==> config.mk <==
export PLATFORM = sky130hd
export DESIGN_NAME = fix_rx_framer
export DESIGN_NICKNAME = d
export VERILOG_FILES = /design/src/rtl/fix_rx_framer.sv
export SDC_FILE = /design/constraint.sdc
export NUM_CORES = 1
export LEC_CHECK = 0
export CAP_MARGIN = 20
export CORE_ASPECT_RATIO = 1.25
export CORE_MARGIN = 3
export CORE_UTILIZATION = 34
export DETAILED_ROUTE_END_ITERATION = 6
export GPL_TIMING_DRIVEN = 1
export HOLD_SLACK_MARGIN = 0.02
export PLACE_DENSITY = 0.58
export SETUP_SLACK_MARGIN = 0.05
export SYNTH_ARGS = -nofsm -noshare
export SYNTH_HDL_FRONTEND = slang
export SYNTH_SLANG_ARGS = --single-unit
==> constraint.sdc <==
create_clock -name clk -period 2.7 [get_ports clk]
set_clock_uncertainty 0.05 [all_clocks]
set_input_delay 0.54 -clock clk [delete_from_list [all_inputs] [get_ports clk]]
set_output_delay 0.54 -clock clk [all_outputs]
set_load 0.05 [all_outputs]
==> src/rtl/fix_rx_framer.sv <==
`default_nettype none
// ============================================================================
// fix_rx_framer : delimits FIX messages in a TOE byte stream ("8=" .. "10=nnn<SOH>")
// Option macro  : FIX_RX_CSUM_CHECK_EN enables the 10= checksum compare.  Rev 1.0
// ============================================================================
module fix_rx_framer #(
    parameter logic [7:0] SOH     = 8'h01,
    parameter int         MAX_LEN = 1024
) (
    input  logic       clk,
    input  logic       rst,
    input  logic [7:0] byte_i,
    input  logic       byte_valid_i,
    output logic       byte_ready_o,
    output logic [7:0] msg_byte_o,
    output logic       msg_valid_o,
    input  logic       msg_ready_i,
    output logic       msg_sop_o,
    output logic       msg_eop_o,
    output logic       msg_err_o
);

    localparam int                LEN_W     = $clog2(MAX_LEN + 1);
    localparam logic [LEN_W-1:0]  c_MAX_LEN = LEN_W'(MAX_LEN);
    localparam logic [LEN_W-1:0]  c_ONE     = LEN_W'(1);

    localparam logic [2:0] c_HUNT = 3'd0;
    localparam logic [2:0] c_HDR  = 3'd1;
    localparam logic [2:0] c_BODY = 3'd2;
    localparam logic [2:0] c_CSUM = 3'd3;
    localparam logic [2:0] c_TERM = 3'd4;

    logic [2:0]       state_q, state_d;
    logic [LEN_W-1:0] len_q, len_d;
    logic [1:0]       pos_q, pos_d;
    logic             tag_q, tag_d;
    logic [1:0]       dig_q, dig_d;
    logic [7:0]       msg_byte_q, msg_byte_d;
    logic             msg_valid_q, msg_valid_d;
    logic             msg_sop_q, msg_sop_d;
    logic             msg_eop_q, msg_eop_d;
    logic             msg_err_q, msg_err_d;
`ifdef FIX_RX_CSUM_CHECK_EN
    logic [9:0]       val_q, val_d;
    logic [7:0]       sum_q, sum_d;
    logic [7:0]       snap_q, snap_d;
`endif

    logic             w_accept;
    logic             w_is_digit;
    logic             w_csum_bad;
    logic [LEN_W-1:0] w_len_inc;
    logic             w_fwd, w_sop, w_eop, w_err;

    assign byte_ready_o = rst & (~msg_valid_q | msg_ready_i);
    assign w_accept     = byte_valid_i & byte_ready_o;
    assign w_is_digit   = (byte_i >= 8'h30) && (byte_i <= 8'h39);
    assign w_len_inc    = len_q + c_ONE;
`ifdef FIX_RX_CSUM_CHECK_EN
    // Values 256..999 can never equal an 8-bit snapshot, so they mismatch naturally.
    assign w_csum_bad   = (val_q != {2'b00, snap_q});
`else
    assign w_csum_bad   = 1'b0;
`endif

    assign msg_byte_o  = msg_byte_q;
    assign msg_valid_o = msg_valid_q;
    assign msg_sop_o   = msg_sop_q;
    assign msg_eop_o   = msg_eop_q;
    assign msg_err_o   = msg_err_q;

    always_ff @(posedge clk) begin
        if (!rst) begin
            state_q     <= c_HUNT;
            len_q       <= '0;
            pos_q       <= 2'd0;
            tag_q       <= 1'b0;
            dig_q       <= 2'd0;
            msg_byte_q  <= 8'h00;
            msg_valid_q <= 1'b0;
            msg_sop_q   <= 1'b0;
            msg_eop_q   <= 1'b0;
            msg_err_q   <= 1'b0;
`ifdef FIX_RX_CSUM_CHECK_EN
            val_q       <= 10'd0;
            sum_q       <= 8'h00;
            snap_q      <= 8'h00;
`endif
        end else begin
            state_q     <= state_d;
            len_q       <= len_d;
            pos_q       <= pos_d;
            tag_q       <= tag_d;
            dig_q       <= dig_d;
            msg_byte_q  <= msg_byte_d;
            msg_valid_q <= msg_valid_d;
            msg_sop_q   <= msg_sop_d;
            msg_eop_q   <= msg_eop_d;
            msg_err_q   <= msg_err_d;
`ifdef FIX_RX_CSUM_CHECK_EN
            val_q       <= val_d;
            sum_q       <= sum_d;
            snap_q      <= snap_d;
`endif
        end
    end

    // Per-byte decision: forward or drop, and the sop/eop/err tags it carries.
    always_comb begin
        w_fwd = 1'b0;
        w_sop = 1'b0;
        w_eop = 1'b0;
        w_err = 1'b0;
        case (state_q)
            c_HUNT: begin
                if (byte_i == 8'h38) begin
                    w_fwd = 1'b1;
                    w_sop = 1'b1;
                end
            end
            c_HDR: begin
                w_fwd = 1'b1;
                if (byte_i != 8'h3D) begin
                    w_eop = 1'b1;
                    w_err = 1'b1;
                end
            end
            c_BODY: w_fwd = 1'b1;
            c_CSUM: begin
                w_fwd = 1'b1;
                if (!w_is_digit) begin
                    w_eop = 1'b1;
                    w_err = 1'b1;
                end
            end
            c_TERM: begin
                w_fwd = 1'b1;
                w_eop = 1'b1;
                w_err = (byte_i != SOH) | w_csum_bad;
            end
            default: ;
        endcase
        if (w_fwd && !w_sop && !w_eop && (w_len_inc == c_MAX_LEN)) begin
            w_eop = 1'b1;
            w_err = 1'b1;
        end
    end

    always_comb begin
        state_d     = state_q;
        len_d       = len_q;
        pos_d       = pos_q;
        tag_d       = tag_q;
        dig_d       = dig_q;
        msg_byte_d  = msg_byte_q;
        msg_valid_d = msg_valid_q;
        msg_sop_d   = msg_sop_q;
        msg_eop_d   = msg_eop_q;
        msg_err_d   = msg_err_q;
`ifdef FIX_RX_CSUM_CHECK_EN
        val_d       = val_q;
        sum_d       = sum_q;
        snap_d      = snap_q;
`endif
        if (w_accept) begin
            msg_valid_d = w_fwd;
            if (w_fwd) begin
                msg_byte_d = byte_i;
                msg_sop_d  = w_sop;
                msg_eop_d  = w_eop;
                msg_err_d  = w_err;
            end
        end else if (msg_ready_i) begin
            msg_valid_d = 1'b0;
        end

        if (w_accept && w_fwd) begin
            len_d = w_sop ? c_ONE : w_len_inc;
`ifdef FIX_RX_CSUM_CHECK_EN
            sum_d = w_sop ? byte_i : (sum_q + byte_i);
`endif
            if (w_eop) begin
                state_d = c_HUNT;
            end else begin
                case (state_q)
                    c_HUNT: state_d = c_HDR;
                    c_HDR: begin
                        // Body starts at offset 2 of the "8=" field.
                        state_d = c_BODY;
                        pos_d   = 2'd2;
                        tag_d   = 1'b0;
                    end
                    c_BODY: begin
                        if (byte_i == SOH) begin
                            pos_d = 2'd0;
                            tag_d = 1'b0;
`ifdef FIX_RX_CSUM_CHECK_EN
                            snap_d = sum_q + byte_i;
`endif
                        end else begin
                            case (pos_q)
                                2'd0: begin
                                    tag_d = (byte_i == 8'h31);
                                    pos_d = 2'd1;
                                end
                                2'd1: begin
                                    tag_d = tag_q && (byte_i == 8'h30);
                                    pos_d = 2'd2;
                                end
                                2'd2: begin
                                    pos_d = 2'd3;
                                    if (tag_q && (byte_i == 8'h3D)) begin
                                        state_d = c_CSUM;
                                        dig_d   = 2'd0;
`ifdef FIX_RX_CSUM_CHECK_EN
                                        val_d   = 10'd0;
`endif
                                    end
                                end
                                default: ;
                            endcase
                        end
                    end
                    c_CSUM: begin
                        dig_d = dig_q + 2'd1;
`ifdef FIX_RX_CSUM_CHECK_EN
                        val_d = (val_q * 10'd10) + {6'd0, byte_i[3:0]};
`endif
                        if (dig_q == 2'd2) begin
                            state_d = c_TERM;
                        end
                    end
                    default: ;
                endcase
            end
        end
    end

endmodule
`default_nettype wire
# After elaboration in Yosys (flattened, before gate mapping)
# Index checks and enable logic that the tools add are counted.
[op_classes]
add_sub_neg = 2
magnitude_cmp = 2
eq_ne = 24
mux = 28
bitwise_logic = 5
n_reduce_logical = 21
[op_table]
columns = ["op", "n"]
rows = [
  ["equality test 8 x 6 -> 1 bit (second input constant)", 4],
  ["2-to-1 mux 3 bit", 5],
  ["inequality test 3 bit (second input constant)", 4],
  ["one-hot mux 3 bit (4 select lines)", 1],
  ["AND reduction 6 bit", 2],
  ["adder 11 x 1 -> 11 bit (second input constant)", 1],
  ["equality test 11 bit (second input constant)", 1],
  ["2-to-1 mux 11 bit", 1],
  ["2-to-1 mux 1 bit", 9],
  ["equality test 8 x 1 -> 1 bit (second input constant)", 1],
  ["greater-or-equal comparator 8 x 6 -> 1 bit (second input constant)", 1],
  ["<= comparator 8 x 6 -> 1 bit (second input constant)", 1],
  ["2-to-1 mux 2 bit", 4],
  ["inequality test 8 x 1 -> 1 bit (second input constant)", 1],
  ["inequality test 8 x 6 -> 1 bit (second input constant)", 1],
  ["one-hot mux 2 bit (2 select lines)", 2],
  ["AND reduction 4 bit", 2],
  ["logical AND 1 bit", 7],
  ["equality test 3 x 2 -> 1 bit (second input constant)", 2],
  ["inequality test 2 bit (second input constant)", 3],
  ["one-hot mux 1 bit (2 select lines)", 3],
  ["one-hot mux 1 bit (3 select lines)", 2],
  ["one-hot mux 2 bit (3 select lines)", 1],
  ["nonzero test 2 bit", 3],
  ["16 further kinds", 20],
]
[word_totals]
ff_bits = 31
inputBits = 12
wordCells = 92

# Logic depth before layout (Yosys ltp)
# Gate-level depths: netlist (run 1).
[logic_depth]
depth_word = 10
ltp_mapped = 8
ltp_nobuf = 7

# Worst setup path before layout (run 1)
# OpenSTA, ideal clock, no wires.
[synth_timing]
kind = "register to register"
from = "reg len_q[0]"
to = "reg dig_q[0]"
t_arrival_ns = 1.992
slack_ns = 0.541
path_stages_with_launch = 8
n_path_buf = 0
path_cell_list = "dfxtp_1 -> ha_1 -> and3_2 -> nand4_1 -> a2111oi_2 -> a41oi_2 -> and4_2 -> a22o_1"
[synth_via]
elab_chain_cells = 6
[synth_lines]
columns = ["item", "line", "text"]
rows = [
  ["start, declared", "34", "logic [LEN_W-1:0] len_q, len_d;"],
  ["start signal, assigned", "91", "len_q <= len_d;"],
  ["adder 11 x 1 -> 11 bit", "58", "assign w_len_inc = len_q + c_ONE;"],
  ["equality test 11 bit", "143", "if (w_fwd && !w_sop && !w_eop && (w_len_inc == c_MAX_LEN)) begin"],
  ["logical AND 1 bit", "143", ""],
  ["2-to-1 mux 1 bit", "143", ""],
  ["NOT 1 bit (no line)", "-", ""],
  ["AND reduction 6 bit (no line)", "-", ""],
  ["end signal, assigned", "94", "dig_q <= dig_d;"],
  ["end, declared", "37", "logic [1:0] dig_q, dig_d;"],
]
# Every way passes these cells.
# A chain may end at the register's enable or synchronous reset.

# Worst setup path after layout (run 1)
# Ends and elaborated chain as after synthesis.

==> impl_results.md, run 1 <==
- Largest family of logic cells by synthesized area: simple AND/OR/NAND/NOR gates
- Critical Path AT: 2570 ps
- Final Cycle Share: between 90% and 100%
- Number of max-cap violations: 0
- Net Sw Frac: between 20% and 30%
- Number of antenna diodes: 0
- CTS Buf Count: 5
- Fin. Hold Viols: 0
- Synth-to-Final Area Change: 26.4%
- Synth Area in XOR/XNOR: 1.86%
- Finished Core Util: between 40% and 50%
- Cells on worst reg2reg path: 8
- Max H-tree Level: 2
- Adder-Cell Fraction of Synth Area: between 3 and 4%
- Std cell rows: 29
- Mux cell area share after synthesis: 1.06%
- Ports: 25
- Mapped Avg Cell Area: roughly 8 um2
- Mapped Area: between 1500 and 2000 um2
- Post-route DRC: 0
- WP data required: about 2800 ps
- Vias: approximately 1800
- Distinct cells, synth: 59
- Leak: slightly below 0.9 nW
- Worst hold slack: between 400 and 500 ps
- Crit start category: flop
- Sequential cell area: between 600 and 700 um2
- Die area: around 6500 um2
- Max Fanout on Critical Path: 13
- Synth top area cells: dfxtp_1 (33%), nand2_1 (6.4%), nand3_1 (5.0%)
- Final setup TNS: 0 ps
- Initial antenna violation count: 0
- DP Wirelength: 3520 um
- Vias/cell: between 5 and 6
- Sw power: ~0.21 mW
- Worst hold endpoint: msg_sop_o
- Slowest-stage cell, CP: a2111oi_2
- Compound-cell area share of the yosys netlist: between 20% and 30%
- Fmax: between 400 and 500 MHz
- RSZ-0062 raised after global routing: no
- DIE HEIGHT: ~90 um
- DRT Pass-1 Iters: 4
- Multi-input gate area: 1170 um2
- Simple logic cell fraction of the synthesized area: between 30% and 40%
- Worst hold path depth: 2
- Setup Buffers After CTS: 0
- Core area: roughly 5200 um2
- Yosys warns: 0
- Routability cong.: roughly 0.8
- EDFF count, synth: 0
- Total wire length: 4830 um
- DRT antenna net count: 0
- # fillers: 545
- Synth Net Count: about 250
- Setup crit start: len_q[0]
- Pin count of the biggest net entering global routing: 21
- Logic pwr share: roughly 6%
- Clock power share: 44.9%
- CTS max path bufs: 2
- Number of global-route vias before repair: approximately 1800
- Status: finished, final reports clean
- Max incr delay on CP: between 400 and 500 ps
- Leading area contributor after synthesis: dfxtp_1
- Fin area: around 2400 um2
- Clock Root Buffer: clkbuf_8
- Worst-margin pin slew: between 500 and 600 ps
- Register bit total from synthesis: 31
- # setup viols final: 0
- Initial Util: between 30% and 40%
- TritonCTS clock tree: done
- Hold path start: msg_sop_o
- Clock-pin slew on the worst setup and hold paths: roughly 70 ps
- # nets final: ~290
- First-pass GRT wire length: approximately 8000 um
- Tightest Hold Check Type: reg -> reg
- Asr flop ratio synth: 0%
- Resize count post-CTS: 0
- Cells after synthesis: ~240
- VDD IR max: between 0.00015 and 0.0002 V
- Layout cells sized above 1: 17.2%
- Fin crit period: ~2400 ps
- Grt total ovfl: 0
- CTS Hold Bufs: 0
- Flop pwr share: between 40% and 50%
- Worst setup path class: reg -> reg
- Crit end category: flop
- Pint: around 0.7 mW
- Ordered list of cells on the worst path: ha_1 -> nand3_1 -> o21ai_0 -> a2111oi_2 -> a41oi_2 -> buf_4 -> and4_2 -> a22o_1
- Reg-to-Reg End: dig_q[0]
- Die W: 72.6 um
- Number of port buffers: 24
- Reg-to-reg startpoint: len_q[0]
- Post-DR wirelength/cell: about 14 um
- # clock sinks: 31
- Slew HR: between 60 and 70%
- Total track usage: approximately 16%
- Starting DRT DRC Count: between 80 and 90
- Pwr dens: 391 nW/um2
- Clk_lat worst skew: between 200 and 300 ps
- Total placed instance area: between 2000 and 2500 um2
- Synth top area share: between 30% and 40%
- Max Transition Viols Final: 0
- Flop2flop setup slack: 270 ps
- Seq/Total Area, Yosys: approximately 33%
- Ys flop type: dfxtp_1
==> cell usage in the layout (no fill, tap or decap), types with 3 or more instances in the layout <==
cell type / synthesis / routed
a21oi_1: 17 / 17
and2_1: 3 / 3
and3_2: 3 / 3
buf_4: 2 / 19
clkbuf_8: 1 / 7
clkdlybuf4s50_1: 0 / 23
dfxtp_1: 31 / 31
ha_1: 6 / 6
inv_1: 7 / 7
nand2_1: 32 / 32
nand3_1: 19 / 19
nand4_1: 4 / 4
nor2_1: 17 / 17
nor2b_1: 5 / 5
nor3_1: 7 / 7
nor4_1: 5 / 5
o21ai_0: 13 / 13
or2b_2: 3 / 3
xnor2_1: 3 / 3
==> per-layer routing <==
metal	wire length (um)	part of all wire [%]	track usage, %
met1	2140	44	18.2
met2	2420	50	28.7
met3	200	4.1	3.60
met4	73	1.5	4.87
met5	0	0	0
==> cell type report <==
| cell class | count | share of cell area, % |
|---|---|---|
| multi-input cells | 185 | 48.9 |
| repair buffers | 43 | 16.5 |
| flip-flops and latches | 31 | 26.0 |
| clock buffers | 8 | 4.20 |
| inverters | 7 | 1.10 |
| well taps | 62 | 3.25 |
==> synth_stat cells, types with 3 or more instances <==
cell	n
o21ai_0	13
nand4_1	4
dfxtp_1	31
xnor2_1	3
or2b_2	3
nor2_1	17
nand3_1	19
nor3_1	7
clkbuf_1	6
and2_1	3
inv_1	7
ha_1	6
nor4_1	5
nand2_1	32
nor2b_1	5
and3_2	3
a21oi_1	17
==> through the flow <==
| step | worst slack [ps] | cells | power (mW) |
|---|---|---|---|
| after floorplan | 541 | 235 | 0.487 |
| after global placement | 117 | 328 | 0.524 |
| after detailed placement | 69.4 | 328 | 0.524 |
| after CTS | 259 | 336 | 0.941 |
| after global routing | 126 | 336 | 0.957 |
| final | 268 | 336 | 0.931 |
==> sequential cells by signal (all words and copies together) (netlist names) <==
signal,cells
dig_q,2
msg_byte_o,8
pos_q,2
msg_sop_o,1
msg_valid_o,1
len_q,11
msg_err_o,1
state_q,3
msg_eop_o,1
tag_q,1
==> power groups by stage <==
stage          clock network [mW]  registers, mW  logic (mW)
6_report                    0.418          0.457      0.0561
5_1_grt                     0.440          0.457      0.0604
4_1_cts                     0.427          0.457      0.0566
3_5_place_dp                    0          0.468      0.0565
3_3_place_gp                    0          0.468      0.0565
2_1_floorplan                   0          0.469      0.0182
==> critical path, delay by kind of cell, from the launching register on <==
kind                     cells  cell delay (ps)
AO/OA/AOI/OAI                4             1010
adder cells (fa/ha/maj)      1              280
buffers and inverters        1              200
flip-flops                   1              310
AND/OR/NAND/NOR              2              470
==> cells by family after synthesis <==
kind of cell	after synthesis
flip-flops	31
adder cells (fa/ha/maj)	6
buffers and inverters	19
XOR/XNOR	4
multiplexers	2
AND/OR/NAND/NOR	117
AO/OA/AOI/OAI	56
==> how the worst max path moves through the flow <==
| stage | slack [ps] | cells past startpoint | endpoint |
|---|---|---|---|
| 2_1_floorplan | 540 | 7 | dig_q[0] |
| 3_3_place_gp | 120 | 8 | dig_q[1] |
| 3_5_place_dp | 70 | 8 | dig_q[1] |
| 4_1_cts | 260 | 8 | dig_q[0] |
| 5_1_grt | 130 | 8 | pos_q[0] |
| 6_report | 270 | 8 | dig_q[0] |
Note: power is estimated with default switching activity, not from simulation.
==> inputs of run 2 (changes only) <==
Settings changed: CTS_CLUSTER_SIZE set to 30.
==> results of run 2 <==
The final DEF is identical to that of run 1; final timing and power are the same.
